### src/rtl/logic_axi4_stream_unpacker_if.sv
// AXI4-Stream bundle used on both sides of logic_axi4_stream_unpacker.
// DATA_BYTES sets the tdata width; tuser/tdest/tid widths are parameters.
interface logic_axi4_stream_unpacker_if #(
  parameter int DATA_BYTES  = 1,
  parameter int TUSER_WIDTH = 1,
  parameter int TDEST_WIDTH = 1,
  parameter int TID_WIDTH   = 1
);
  logic                     tvalid;
  logic                     tready;
  logic [8*DATA_BYTES-1:0]  tdata;
  logic [DATA_BYTES-1:0]    tkeep;
  logic [DATA_BYTES-1:0]    tstrb;
  logic                     tlast;
  logic [TUSER_WIDTH-1:0]   tuser;
  logic [TDEST_WIDTH-1:0]   tdest;
  logic [TID_WIDTH-1:0]     tid;

  modport master (output tvalid, tdata, tkeep, tstrb, tlast, tuser, tdest, tid,
                  input  tready);
  modport slave  (input  tvalid, tdata, tkeep, tstrb, tlast, tuser, tdest, tid,
                  output tready);
endinterface

### src/rtl/logic_axi4_stream_unpacker.sv
// Wide-to-narrow AXI4-Stream unpacker: one holding buffer plus a slice-select FSM.
// Define LOGIC_AXI4_STREAM_UNPACKER_NULL_SKIP_EN to compress out slices with no kept bytes.
//
// state | meaning
// EMPTY | buffer free, rx_tready=1 once out of reset
// BUSY  | buffered beat being emitted, idx selects the current tx slice
module logic_axi4_stream_unpacker #(
  parameter int RX_TDATA_BYTES = 4,
  parameter int TX_TDATA_BYTES = 1,
  parameter int TUSER_WIDTH    = 1,
  parameter int TDEST_WIDTH    = 1,
  parameter int TID_WIDTH      = 1
) (
  input logic                          aclk,
  input logic                          areset,
  logic_axi4_stream_unpacker_if.slave  rx,
  logic_axi4_stream_unpacker_if.master tx
);
  localparam int N     = RX_TDATA_BYTES / TX_TDATA_BYTES;
  localparam int IDX_W = (N > 1) ? $clog2(N) : 1;
  localparam int RX_W  = 8 * RX_TDATA_BYTES;
  localparam int TX_W  = 8 * TX_TDATA_BYTES;

  if ((RX_TDATA_BYTES % TX_TDATA_BYTES) != 0 || N < 2) begin : g_param_check
    $error("RX_TDATA_BYTES must be a multiple (>=2x) of TX_TDATA_BYTES");
  end

  typedef enum logic {EMPTY, BUSY} state_t;

  state_t                   state_q, state_d;
  logic                     init_q;
  logic [RX_W-1:0]          data_q;
  logic [RX_TDATA_BYTES-1:0] keep_q, strb_q;
  logic                     last_q;
  logic [TUSER_WIDTH-1:0]   user_q;
  logic [TDEST_WIDTH-1:0]   dest_q;
  logic [TID_WIDTH-1:0]     id_q;
  logic [N-1:0]             mask_q, mask_in, mask_rest;
  logic [IDX_W-1:0]         idx_q;
  logic                     last_slice, load, rx_ready;

  function automatic logic [IDX_W-1:0] lowest_set(input logic [N-1:0] m);
    logic [IDX_W-1:0] r;
    r = '0;
    for (int s = N - 1; s >= 0; s--) begin
      if (m[s]) r = IDX_W'(s);
    end
    return r;
  endfunction

  always_comb begin
    mask_in = '0;
`ifdef LOGIC_AXI4_STREAM_UNPACKER_NULL_SKIP_EN
    for (int s = 0; s < N; s++) begin
      mask_in[s] = |rx.tkeep[s*TX_TDATA_BYTES +: TX_TDATA_BYTES];
    end
`else
    mask_in = '1;
`endif
  end

  // Lanes below idx are already cleared, so the rest of the mask tells if idx is last.
  assign mask_rest  = mask_q & ~(N'(1) << idx_q);
  assign last_slice = (mask_rest == '0);

  always_comb begin
    state_d  = state_q;
    rx_ready = 1'b0;
    load     = 1'b0;
    case (state_q)
      EMPTY: begin
        rx_ready = init_q;
        load     = rx.tvalid & init_q;
      end
      BUSY: begin
        if (tx.tready && last_slice) begin
          rx_ready = 1'b1;
          state_d  = EMPTY;
          load     = rx.tvalid;
        end
      end
      default: state_d = EMPTY;
    endcase
    if (load) state_d = ((mask_in != '0) || rx.tlast) ? BUSY : EMPTY;
  end

  always_ff @(posedge aclk or posedge areset) begin
    if (areset) begin
      state_q <= EMPTY;
      init_q  <= 1'b0;
      data_q  <= '0;
      keep_q  <= '0;
      strb_q  <= '0;
      last_q  <= 1'b0;
      user_q  <= '0;
      dest_q  <= '0;
      id_q    <= '0;
      mask_q  <= '0;
      idx_q   <= '0;
    end else begin
      init_q  <= 1'b1;
      state_q <= state_d;
      if (load) begin
        data_q <= rx.tdata;
        keep_q <= rx.tkeep;
        strb_q <= rx.tstrb;
        last_q <= rx.tlast;
        user_q <= rx.tuser;
        dest_q <= rx.tdest;
        id_q   <= rx.tid;
        mask_q <= mask_in;
        idx_q  <= lowest_set(mask_in);
      end else if (state_q == BUSY && tx.tready) begin
        mask_q <= mask_rest;
        idx_q  <= lowest_set(mask_rest);
      end
    end
  end

  always_comb begin
    tx.tvalid = (state_q == BUSY);
    tx.tlast  = (state_q == BUSY) & last_q & last_slice;
    tx.tdata  = data_q[int'(idx_q)*TX_W +: TX_W];
    tx.tkeep  = keep_q[int'(idx_q)*TX_TDATA_BYTES +: TX_TDATA_BYTES];
    tx.tstrb  = strb_q[int'(idx_q)*TX_TDATA_BYTES +: TX_TDATA_BYTES];
    tx.tuser  = user_q;
    tx.tdest  = dest_q;
    tx.tid    = id_q;
    rx.tready = rx_ready;
  end
endmodule

### src/flat_wrapper.sv
// flat-port wrapper written by rule: the top's interface ports become plain ports
module logic_axi4_stream_unpacker_flat 
#(
  parameter int RX_TDATA_BYTES = 4,
  parameter int TX_TDATA_BYTES = 1,
  parameter int TUSER_WIDTH    = 1,
  parameter int TDEST_WIDTH    = 1,
  parameter int TID_WIDTH      = 1
)
  (aclk, areset, rx_tvalid, rx_tdata, rx_tkeep, rx_tstrb, rx_tlast, rx_tuser, rx_tdest, rx_tid, rx_tready, tx_tvalid, tx_tdata, tx_tkeep, tx_tstrb, tx_tlast, tx_tuser, tx_tdest, tx_tid, tx_tready);
  logic_axi4_stream_unpacker_if #(.DATA_BYTES((4)), .TUSER_WIDTH(TUSER_WIDTH), .TDEST_WIDTH(TDEST_WIDTH), .TID_WIDTH(TID_WIDTH)) rx_i ();
  logic_axi4_stream_unpacker_if #(.DATA_BYTES((1)), .TUSER_WIDTH(TUSER_WIDTH), .TDEST_WIDTH(TDEST_WIDTH), .TID_WIDTH(TID_WIDTH)) tx_i ();
  input logic aclk;
  input logic areset;
  input wire logic [$bits(rx_i.tvalid)-1:0] rx_tvalid;
  input wire logic [$bits(rx_i.tdata)-1:0] rx_tdata;
  input wire logic [$bits(rx_i.tkeep)-1:0] rx_tkeep;
  input wire logic [$bits(rx_i.tstrb)-1:0] rx_tstrb;
  input wire logic [$bits(rx_i.tlast)-1:0] rx_tlast;
  input wire logic [$bits(rx_i.tuser)-1:0] rx_tuser;
  input wire logic [$bits(rx_i.tdest)-1:0] rx_tdest;
  input wire logic [$bits(rx_i.tid)-1:0] rx_tid;
  output wire logic [$bits(rx_i.tready)-1:0] rx_tready;
  output wire logic [$bits(tx_i.tvalid)-1:0] tx_tvalid;
  output wire logic [$bits(tx_i.tdata)-1:0] tx_tdata;
  output wire logic [$bits(tx_i.tkeep)-1:0] tx_tkeep;
  output wire logic [$bits(tx_i.tstrb)-1:0] tx_tstrb;
  output wire logic [$bits(tx_i.tlast)-1:0] tx_tlast;
  output wire logic [$bits(tx_i.tuser)-1:0] tx_tuser;
  output wire logic [$bits(tx_i.tdest)-1:0] tx_tdest;
  output wire logic [$bits(tx_i.tid)-1:0] tx_tid;
  input wire logic [$bits(tx_i.tready)-1:0] tx_tready;
  assign rx_i.tvalid = rx_tvalid;
  assign rx_i.tdata = rx_tdata;
  assign rx_i.tkeep = rx_tkeep;
  assign rx_i.tstrb = rx_tstrb;
  assign rx_i.tlast = rx_tlast;
  assign rx_i.tuser = rx_tuser;
  assign rx_i.tdest = rx_tdest;
  assign rx_i.tid = rx_tid;
  assign rx_tready = rx_i.tready;
  assign tx_tvalid = tx_i.tvalid;
  assign tx_tdata = tx_i.tdata;
  assign tx_tkeep = tx_i.tkeep;
  assign tx_tstrb = tx_i.tstrb;
  assign tx_tlast = tx_i.tlast;
  assign tx_tuser = tx_i.tuser;
  assign tx_tdest = tx_i.tdest;
  assign tx_tid = tx_i.tid;
  assign tx_i.tready = tx_tready;
  logic_axi4_stream_unpacker #(.RX_TDATA_BYTES(RX_TDATA_BYTES), .TX_TDATA_BYTES(TX_TDATA_BYTES), .TUSER_WIDTH(TUSER_WIDTH), .TDEST_WIDTH(TDEST_WIDTH), .TID_WIDTH(TID_WIDTH)) u_core (.aclk(aclk), .areset(areset), .rx(rx_i), .tx(tx_i));
endmodule
### config.mk
export PLATFORM = sky130hd
export DESIGN_NAME = logic_axi4_stream_unpacker_flat
export DESIGN_NICKNAME = d
export VERILOG_FILES = /design/src/rtl/logic_axi4_stream_unpacker_if.sv /design/src/rtl/logic_axi4_stream_unpacker.sv /design/src/flat_wrapper.sv
export SDC_FILE = /design/constraint.sdc
export NUM_CORES = 1
export LEC_CHECK = 0
export CAP_MARGIN = 40
export CORE_MARGIN = 3
export CORE_UTILIZATION = 40
export CTS_CLUSTER_SIZE = 10
export DETAILED_ROUTE_END_ITERATION = 8
export MAX_ROUTING_LAYER = met4
export PLACE_DENSITY = 0.65
export SKIP_CTS_REPAIR_TIMING = 1
export SYNTH_ARGS = -nofsm -noshare
export SYNTH_HDL_FRONTEND = slang
export SYNTH_SLANG_ARGS = --single-unit
### constraint.sdc
create_clock -name aclk -period 2.3 [get_ports aclk]
set_input_delay 0.46 -clock aclk [delete_from_list [all_inputs] [get_ports aclk]]
set_output_delay 0.46 -clock aclk [all_outputs]
set_load 0.05 [all_outputs]
---- Word-level counts from Yosys, hierarchy flattened ----
Cells that the tools add are included.
word-level totals
  register bits after elaboration ......... 52
  input bits .............................. 48
  output and inout port bits .............. 16
  word-level logic and storage cells ...... 40
cells by class
  shift operators ......................... 4
  multiplexer cells ....................... 15
  bitwise gates (word level) .............. 6
  reduce and logical (&&, ||, !) cells .... 4
operator list
  kind                   count
  $shiftx A32 B6 Y8      1
  $mux W2                6
  $mux W4                2
  $shiftx A4 B3 Y1       2
  $mux W1                5
  $and A4 B4 Y4          1
  $logic_not A4 Y1       1
  $not A4 Y4             1
  $pmux W1 S2            2
  $shl A1 B2 Y4 const A  1
  $and A1 B1 Y1          3
  $logic_and A1 B1 Y1    2
  $reduce_bool A2 Y1     1
  $not A1 Y1             1

---- Depth between registers and ports, before layout ----
  word-level depth ........................ 9
  gate-level depth with buffers ........... 6
  gate-level depth less buffers ........... 4

---- Worst setup path after synthesis ----
OpenSTA, ideal clock, no wires.
  path type ............................... flip-flop to output port
  start ................................... reg u_core.mask_q[1]
  end ..................................... out rx_tready
  arrival ................................. 2291 ps
  required time ........................... 1840 ps
  slack ................................... -451 ps
  stages on the path, launching flop included .. 5
  buffers on the path ..................... 0
  cell sequence ........................... dfrtp_1 or3_1 or3_1 o21a_1 o21ai_0
between the ends
  word-level cells in the longest chain between the ends .. 5
ends and longest elaborated chain
  item                      line                               text
  start: declaration        logic_axi4_stream_unpacker.sv:38   logic [N-1:0] mask_q, mask_in, mask_rest;
  start signal: assignment  logic_axi4_stream_unpacker.sv:111  mask_q <= mask_in;
  start signal: assignment  logic_axi4_stream_unpacker.sv:114  mask_q <= mask_rest;
  $and A4 B4 Y4             logic_axi4_stream_unpacker.sv:63   assign mask_rest = mask_q & ~(N'(1) << idx_q);
  $logic_not A4 Y1          logic_axi4_stream_unpacker.sv:64   assign last_slice = (mask_rest == '0);
  $logic_and A1 B1 Y1       logic_axi4_stream_unpacker.sv:76   if (tx.tready && last_slice) begin
  $mux W1                   logic_axi4_stream_unpacker.sv:76
  $pmux W1 S2               logic_axi4_stream_unpacker.sv:70   case (state_q)
  end: declaration          flat_wrapper.sv:23                 output wire logic [$bits(rx_i.tready)-1:0] rx_tready;
No other way between the ends.

---- Worst setup path in the final report ----
  start ................................... reg u_core.mask_q[2]
  end ..................................... out rx_tready
The elaborated chain is that of the path after synthesis.

==> impl_results.md <==
* Max-slew headroom at about 67%
* Area of the core at between 0.006 and 0.007 mm2
* NumNets Final at about 280
* Seq/Total Area, Yosys at around half
* Port Buffers at 63
* Syn Area/Cell at ~16 um2
* Net Count, Synth at between 200 and 250
* Post-synth top area share at 50.7%
* Cell with the most instances after synthesis: dfrtp_1
* Setup WS post-layout at -127 ps
* Final period utilization at 106%
* Pwr Density at 1530 mW/mm2
* Pleak at 0.00157 uW
* Htree depth at 2
* Max Freq at 412 MHz
* Dominant cells by area after synthesis: dfrtp_1, mux2_4, mux4_2
* M1 WL at around 2.3 mm
* Share of cells above drive strength 1 at 39.5%
* Io pins at 64
* DRC Markers at 0
* CP max FO at 7
* TritonCTS clock tree: yes
* Die width at 86.1 um
* FF+latch count, synth at 52
* Count of final hold-check violations at 0
* First-pass GRT wire length at 8.18 mm
* Met2 WL at 2.55 mm
* Worst slew pin tran at 496 ps
* Fill cells at slightly below 500
* Routed len/inst at approximately 17 um
* Yosys warns at 0
* Worst-Skew Late Latency at approximately 300 ps
* Failing checks: negative setup slack
* Clk sinks at between 50 and 60
* Top cell type by total area after synthesis: dfrtp_1
* Peak VDD IR at around 0.97 mV
* ANT nets after route at 0
* Setup violators final at 2
* Placement Rows at 28
* CTS Buf Count at 5
* Final instance area at 0.00342 mm2
* Total of max-cap violations at 0
* Final min period at ~2400 ps
* Async SR Flop Fraction at between 90% and 100%
* Via count at 1,517
* Clk buf depth at 2
* RSZ-0062 raised after global routing: true
* Distinct cells, synth at 29
* Full die area at between 0.007 and 0.008 mm2
* WP data arrival at roughly 2000 ps
* Initial DRC Count at 77
* Status: finished, violations left
* Clock slew at reported path FFs at 90 ps
* Via density at ~5.0
* Placed Cells incl. Taps at around 300
* Number of global-route vias before repair at about 1.6k
* Post-synth EDFFs at 0
* GRT overflow at 0
* Synth top cells by count: dfrtp_1, mux2_4, mux4_2
* Worst EP required at 1840 ps
* DR pass1 iterations at 4
* Worst Setup Start Kind: flip-flop
* Min-Delay Path Class: input port to async pin
* Post-DP HPWL at ~3.6 mm
* N_diodes at 0
* Top_reg_cell synth: dfrtp_1
* Die H at between 80 and 90 um
* Placer Congestion at between 0.7 and 0.8
* Area delta synth->final at 33.1%
* Multi-input gate area at approximately 0.0012 mm2
* Total Routing Usage GR at between 10% and 20%
* Final Skew at about 13 ps
* Wire length on met3 at 189 um
* Max Slew Vio Count at 0
* Starting Density at 42.3%
* DP Area at 0.00331 mm2
* Synth Cell Area at 0.00257 mm2
* Register Area at around 0.0013 mm2
* CP Capture Type: output pin
* Initial antenna violation count at 0
* DRT Wirelength at 5.03 mm
* Non-filler cells, final at between 300 and 400
* Largest net degree at the start of global routing at 53
* Worst setup path class: flip-flop to output pin
* Max layer used: met4
* Syn Inst Count at 160
* Root Driver: clkbuf_8
[power breakdown]
group	leakage (uW)	total (uW)	internal (uW)	switching, uW
clock	0.0000445	532	245	287
combinational	0.000911	3020	1560	1460
sequential	0.000618	1680	1370	309
total	0.00157	5240	3180	2060
[kinds of logic (layout without fill, tap and decap cells)]
logic type | count (synthesis) | count (layout) | share of synthesized area (%)
multiplexers | 56 | 56 | 35.4
flip-flops | 52 | 52 | 50.7
AND/OR/NAND/NOR | 23 | 23 | 5.02
AO/OA/AOI/OAI | 17 | 17 | 5.31
buffers and inverters | 11 | 79 | 3.41
other | 1 | 1 | 0.146
[flip-flops by register name, indices dropped and copies added (netlist names)]
name              cells
u_core.tx.tid         1
u_core.last_q         1
u_core.tx.tuser       1
u_core.init_q         1
u_core.keep_q         4
u_core.strb_q         4
u_core.idx_q          2
u_core.mask_q         4
u_core.tx.tdest       1
u_core.tx.tvalid      1
u_core.data_q        32
[path summary, 6_finish.rpt]
kind                                          startpoint                       endpoint  slack (ps)  cells after the start
max                         u_core.mask_q[2]$_DFFE_PP0P_                      rx_tready        -130                      5
min                                               areset   u_core.keep_q[2]$_DFFE_PP0P_         510                      3
max reg2reg                 u_core.mask_q[3]$_DFFE_PP0P_   u_core.strb_q[2]$_DFFE_PP0P_         390                      5
min reg2reg                u_core.data_q[23]$_DFFE_PP0P_  u_core.data_q[23]$_DFFE_PP0P_         510                      1
max in group asynchronous                         areset     u_core.tx.tvalid$_DFF_PP0_        1530                      3
min in group aclk          u_core.data_q[23]$_DFFE_PP0P_  u_core.data_q[23]$_DFFE_PP0P_         510                      1
[layout make-up]
class                      count  area share (%)
tap                           75            2.75
inverter                       1           0.110
sequential                    52            38.1
clock inverter                 1           0.220
multi-input combinational     97            34.9
clock buffer                   7            2.53
timing repair buffer          70            21.3
[placed cells by master (no fill, tap or decap), types with 2 or more instances in the layout]
cell type	n
dfrtp_1	51
buf_4	13
a21oi_1	2
a21boi_0	2
or3_4	2
o21ai_0	3
mux4_2	10
mux2_4	44
clkbuf_8	6
clkdlybuf4s50_1	51
nand2_1	8
buf_12	6
nand4b_1	2
nand2b_1	5
mux2_2	2
[critical path, cell delays in order (launching register included)]
cell and delay, ps:
dfrtp_2 460, or3_4 380, or3_4 340, o21a_1 150, o21ai_2 190, buf_12 160
[metrics by stage]
| stage | hold slack (ps) | total power (uW) | util [%] | setup slack (ps) | TNS (ps) |
|---|---|---|---|---|---|
| floorplan | 475 | 3930 | - | 173 | 0 |
| global placement | 488 | 4680 | 54.6 | 125 | 0 |
| detailed placement | 490 | 4730 | 54.6 | 101 | 0 |
| CTS | 513 | 5280 | 56.2 | -130 | -239 |
| global route | 529 | 5510 | 56.4 | -206 | -330 |
| finish | 510 | 5240 | 56.4 | -127 | -188 |
[layer usage]
metal  up-vias  GRT usage [%]
met5         -              -
met1       763           18.7
met2        34           23.6
li1        718              -
met4         0           4.32
met3         2           2.59
(Power assumes the default switching activity.)
